==> config.mk <==
export PLATFORM = sky130hd
export DESIGN_NAME = serial_sub
export DESIGN_NICKNAME = d
export VERILOG_FILES = /design/src/rtl/arith_pkg.sv /design/src/rtl/fullsub1.sv /design/src/rtl/serial_sub.sv
export SDC_FILE = /design/constraint.sdc
export NUM_CORES = 1
export LEC_CHECK = 0
export BUFFER_PORTS_ARGS = -buffer_cell sky130_fd_sc_hd__buf_2
export CORE_ASPECT_RATIO = 1.2
export CORE_MARGIN = 5
export CORE_UTILIZATION = 45
export CTS_CLUSTER_DIAMETER = 100
export DETAILED_ROUTE_END_ITERATION = 6
export PLACE_DENSITY_LB_ADDON = 0.25
export REMOVE_ABC_BUFFERS = 1
export SKIP_LAST_GASP = 1
export SYNTH_ARGS = -nofsm -noshare
export SYNTH_HDL_FRONTEND = slang
export SYNTH_SLANG_ARGS = --single-unit
==> constraint.sdc <==
create_clock -name clk -period 3.2 [get_ports clk]
set_clock_uncertainty 0.1 [all_clocks]
set_input_delay 0.64 -clock clk [delete_from_list [all_inputs] [get_ports clk]]
set_output_delay 0.64 -clock clk [all_outputs]
set_load 0.02 [all_outputs]
==> src/rtl/arith_pkg.sv <==
// Shared definitions for the serial arithmetic examples: FSM state encoding
// and the bit-counter width helper.
package arith_pkg;

   typedef enum logic [1:0] {
      IDLE = 2'd0,
      RUN  = 2'd1,
      DONE = 2'd2
   } state_t;

   // Counter must hold N itself once the final bit has been consumed.
   function automatic int cnt_width(input int n);
      return $clog2(n) + 1;
   endfunction

endpackage

==> src/rtl/fullsub1.sv <==
// Combinational 1-bit full subtractor: d = a - b - bin, bout = borrow out.
module fullsub1 (
   input  logic a,
   input  logic b,
   input  logic bin,
   output logic d,
   output logic bout
);

   assign d    = a ^ b ^ bin;
   assign bout = (~a & b) | (~(a ^ b) & bin);

endmodule

==> src/rtl/serial_sub.sv <==
// Bit-serial N-bit subtractor, LSB first: DIFF = A - B - B_IN (mod 2^N),
// one bit per clock through a single shared full-subtractor cell.
module serial_sub
   import arith_pkg::*;
#(
   parameter int N = 4
) (
   input  logic         clk,
   input  logic         reset,
   input  logic         start,
   input  logic [N-1:0] A,
   input  logic [N-1:0] B,
   input  logic         B_IN,
   output logic         ready,
   output logic         done,
   output logic [N-1:0] DIFF,
   output logic         B_OUT
);

   localparam int CNT_W = cnt_width(N);

   state_t           state_q, state_d;
   logic [N-1:0]     a_sr_q, a_sr_d;
   logic [N-1:0]     b_sr_q, b_sr_d;
   logic [N-1:0]     d_sr_q, d_sr_d;
   logic [N-1:0]     diff_q, diff_d;
   logic             br_q, br_d;
   logic             bout_q, bout_d;
   logic [CNT_W-1:0] cnt_q, cnt_d;
   logic             bit_d_s, bit_bout_s;
   logic             last_bit_s, accept_s;
   logic             ready_s, done_s;

   fullsub1 u_cell (
      .a    (a_sr_q[0]),
      .b    (b_sr_q[0]),
      .bin  (br_q),
      .d    (bit_d_s),
      .bout (bit_bout_s)
   );

   assign last_bit_s = (cnt_q == CNT_W'(N - 1));
   assign accept_s   = start & ready_s;

   // FSM state register
   always_ff @(posedge clk) begin
      if (reset) begin
         state_q <= IDLE;
      end else begin
         state_q <= state_d;
      end
   end

   // FSM next-state logic
   always_comb begin
      state_d = state_q;
      case (state_q)
         IDLE:    state_d = start ? RUN : IDLE;
         RUN:     state_d = last_bit_s ? DONE : RUN;
         DONE:    state_d = start ? RUN : IDLE;
         default: state_d = IDLE;
      endcase
   end

   // FSM outputs
   always_comb begin
      ready_s = 1'b0;
      done_s  = 1'b0;
      case (state_q)
         IDLE:    ready_s = 1'b1;
         RUN:     ready_s = 1'b0;
         DONE: begin
            ready_s = 1'b1;
            done_s  = 1'b1;
         end
         default: ready_s = 1'b0;
      endcase
   end

   // Datapath next state: load on accepted start, shift one bit per RUN cycle
   always_comb begin
      a_sr_d = a_sr_q;
      b_sr_d = b_sr_q;
      d_sr_d = d_sr_q;
      br_d   = br_q;
      cnt_d  = cnt_q;
      diff_d = diff_q;
      bout_d = bout_q;
      if (accept_s) begin
         a_sr_d = A;
         b_sr_d = B;
         br_d   = B_IN;
         cnt_d  = {CNT_W{1'b0}};
      end else if (state_q == RUN) begin
         a_sr_d         = a_sr_q >> 1;
         b_sr_d         = b_sr_q >> 1;
         d_sr_d         = d_sr_q >> 1;
         d_sr_d[N-1]    = bit_d_s;
         br_d           = bit_bout_s;
         cnt_d          = cnt_q + CNT_W'(1);
         // Publish on the edge that consumes the final bit.
         if (last_bit_s) begin
            diff_d = d_sr_d;
            bout_d = br_d;
         end else begin
            diff_d = diff_q;
            bout_d = bout_q;
         end
      end else begin
         cnt_d = cnt_q;
      end
   end

   // Datapath registers
   always_ff @(posedge clk) begin
      if (reset) begin
         a_sr_q <= {N{1'b0}};
         b_sr_q <= {N{1'b0}};
         d_sr_q <= {N{1'b0}};
         br_q   <= 1'b0;
         cnt_q  <= {CNT_W{1'b0}};
         diff_q <= {N{1'b0}};
         bout_q <= 1'b0;
      end else begin
         a_sr_q <= a_sr_d;
         b_sr_q <= b_sr_d;
         d_sr_q <= d_sr_d;
         br_q   <= br_d;
         cnt_q  <= cnt_d;
         diff_q <= diff_d;
         bout_q <= bout_d;
      end
   end

   assign ready = ready_s;
   assign done  = done_s;
   assign DIFF  = diff_q;
   assign B_OUT = bout_q;

endmodule

==> impl_metrics.yaml <==
place:
  dp_slack_ps: 1290
  place_congestion: 0.703
  portBuffers: 18
  place_hpwl_mm: 1.25
  place_inst: 134
flow_run:
  maxCapViolCount: 0
cts:
  postCtsSetupRepairBufs: 0
  cts_hold_buf: 0
  clkLatencyLatePin_ps: 320
  cts_sinks: 22
  cts.clk_slew.worst_paths_ps: 110
  h-tree-depth: 1
  root_buffer: "clkbuf_4"
  numCtsBuffers: 3
  cts_resized: 0
  clock_path_buffers: 2
  cts_tree: "built"
timing:
  period_minus_slack_ps: 1870
  setup_violations: 0
  final.setup.tns_ps: 0
  fin_ws_ps: 1330
  worst_slew_pin_slew_ps: 743
  fmax_mhz: 536
  fin_crit_sh: 0.583
  max_slew_margin: 0.504
  final_max_slew_viol_count: 0
  final-hold-violation-count: 0
  rsz0062_at_grt: "false"
synthesis:
  syn_avg_cell_area_um2: 8.94
  synth_area_leader_cell: "dfxtp_1"
  synth-edff-count: 0
  synth_seq_cells: 22
  synth_area_leaders: "dfxtp_1, a21oi_1, nand2_1"
  synthFlopType: "dfxtp_1"
  synth_warnings: 0
  synthCells: 104
  synth_area_um2: 930
  synth_seq_area_share: 0.474
  ys_types: 26
  async_flop_share: 0
  yosysTopAreaCellShare: 0.474
critical_path:
  endpoint_kind: "output pin"
  crit_type: "flop to output pin"
  arrival_ps: 1130
  start_kind: "flop"
  required_ps: 2460
  cp_max_fo: 8
  regToRegStartpoint: "state_q[0]"
  crit_start: "state_q[0]"
routing:
  ant_nets: 0
  wl_per_cell_um: 12.8
  finalWirelength_mm: 1.77
  firstDrtPassIters: 2
  vias: 750
  via_per_inst: 5.43
  first_iter_violations: 7
  drc_errors: 0
run_status:
  status: "finished, final reports clean"
layout:
  n_antenna_cell: 0
  drive_gt1_frac: 0.212
  final_common_cell: "dfxtp_1"
  fin_cells: 138
  final_cell_mix: "dfxtp_1, buf_2, nand2_1"
  seqCellArea_um2: 440
  final_nets: 134
  multiInputGateArea_um2: 428
  area_growth_syn_to_layout_pct: 11.3
  final.fill_count: 219
  fin_util: 0.510
global_route:
  grt_max_degree: 23
  antenna_found_initial: 0
  grt_first_pass_wirelength_mm: 2.96
  grt_pass1_vias: 713
  globalRouteOverflowTotal: 0
  grt_usage: 0.128
floorplanning:
  core_um2: 2030
  rows: 18
  io_pins: 19
  dieArea_um2: 3080
  start_util: 0.459
  die_y_um: 59.8
  die_w_um: 51.5
power_and_ir_drop:
  power.total_w: 0.000520
  peakVddDrop_mv: 0.332
  powerDensity_nw_per_um2: 503
  leakage_nw: 0.410
min_path:
  min_from: "DIFF[3]"
  hp-class: "flop to flop"
## worst max-delay path: stages, from the launching register on
cell and delay (ps):
dfxtp_1 470, and2b_1 200, buf_2 150
## flip-flops by register name, summed over array words and instances, names as in the netlist
| signal | flops |
|---|---|
| B_OUT | 1 |
| b_sr_q | 4 |
| br_q | 1 |
| cnt_q | 3 |
| state_q | 2 |
| a_sr_q | 4 |
| d_sr_q | 3 |
| DIFF | 4 |
## cell type report
| class | count | area share |
|---|---|---|
| clock buffers | 4 | 0.0351 |
| repair buffers | 18 | 0.0871 |
| flip-flops and latches | 22 | 0.426 |
| well taps | 20 | 0.0242 |
| multi-input cells | 70 | 0.414 |
| inverters | 4 | 0.0145 |
## path summary, 6_finish.rpt
path	slack [ps]	depth (start not counted)	to
worst max-delay path	1330	2	done
worst max register to register	1500	3	cnt_q[2]
worst min-delay path	360	2	DIFF[3]
worst min register to register	360	2	DIFF[3]
## Yosys cell counts (2+ instances only)
master	instances
nor3_1	7
mux2i_1	2
nand2_1	16
ha_1	2
a21oi_1	12
buf_2	4
and2b_1	2
nand2b_1	2
clkbuf_1	2
o22ai_1	2
nand3b_1	2
dfxtp_1	22
a22oi_1	2
nor2_1	5
inv_1	4
a311oi_2	2
nand3_1	7
## cells by family after synthesis
kind of cell	share of synthesized area
AOI/OAI and AO/OA	0.168
xor gates and xnor gates	0.00942
adders and majority gates	0.0484
buffers and inverters	0.0660
DFF	0.474
muxes	0.0215
and+or+nand+nor	0.213
## where the power goes
part	total [W]	switching (W)	leakage, nW	internal [W]
Sequential	0.000296	0.00000878	0.180	0.000288
Combinational	0.0000677	0.0000405	0.210	0.0000272
Clock	0.000156	0.0000863	0.0210	0.0000696
## metal layers
metal  vias to the layer above  GRT usage  wire length (µm)
met3                         5     0.0299                74
met4                         0     0.0674                40
li1                        385          -                 -
met2                        16      0.222               897
met1                       344      0.145               760
met5                         -          0                 0
## per-stage QoR
| stage | instance area (µm²) | hold slack, ps |
|---|---|---|
| finish | 1030 | 357 |
| global placement | 998 | 339 |
| global route | 1030 | 374 |
| CTS | 1030 | 362 |
| floorplan | 883 | 331 |
| detailed placement | 998 | 344 |
No activity file was read; power rests on OpenSTA's default activity.
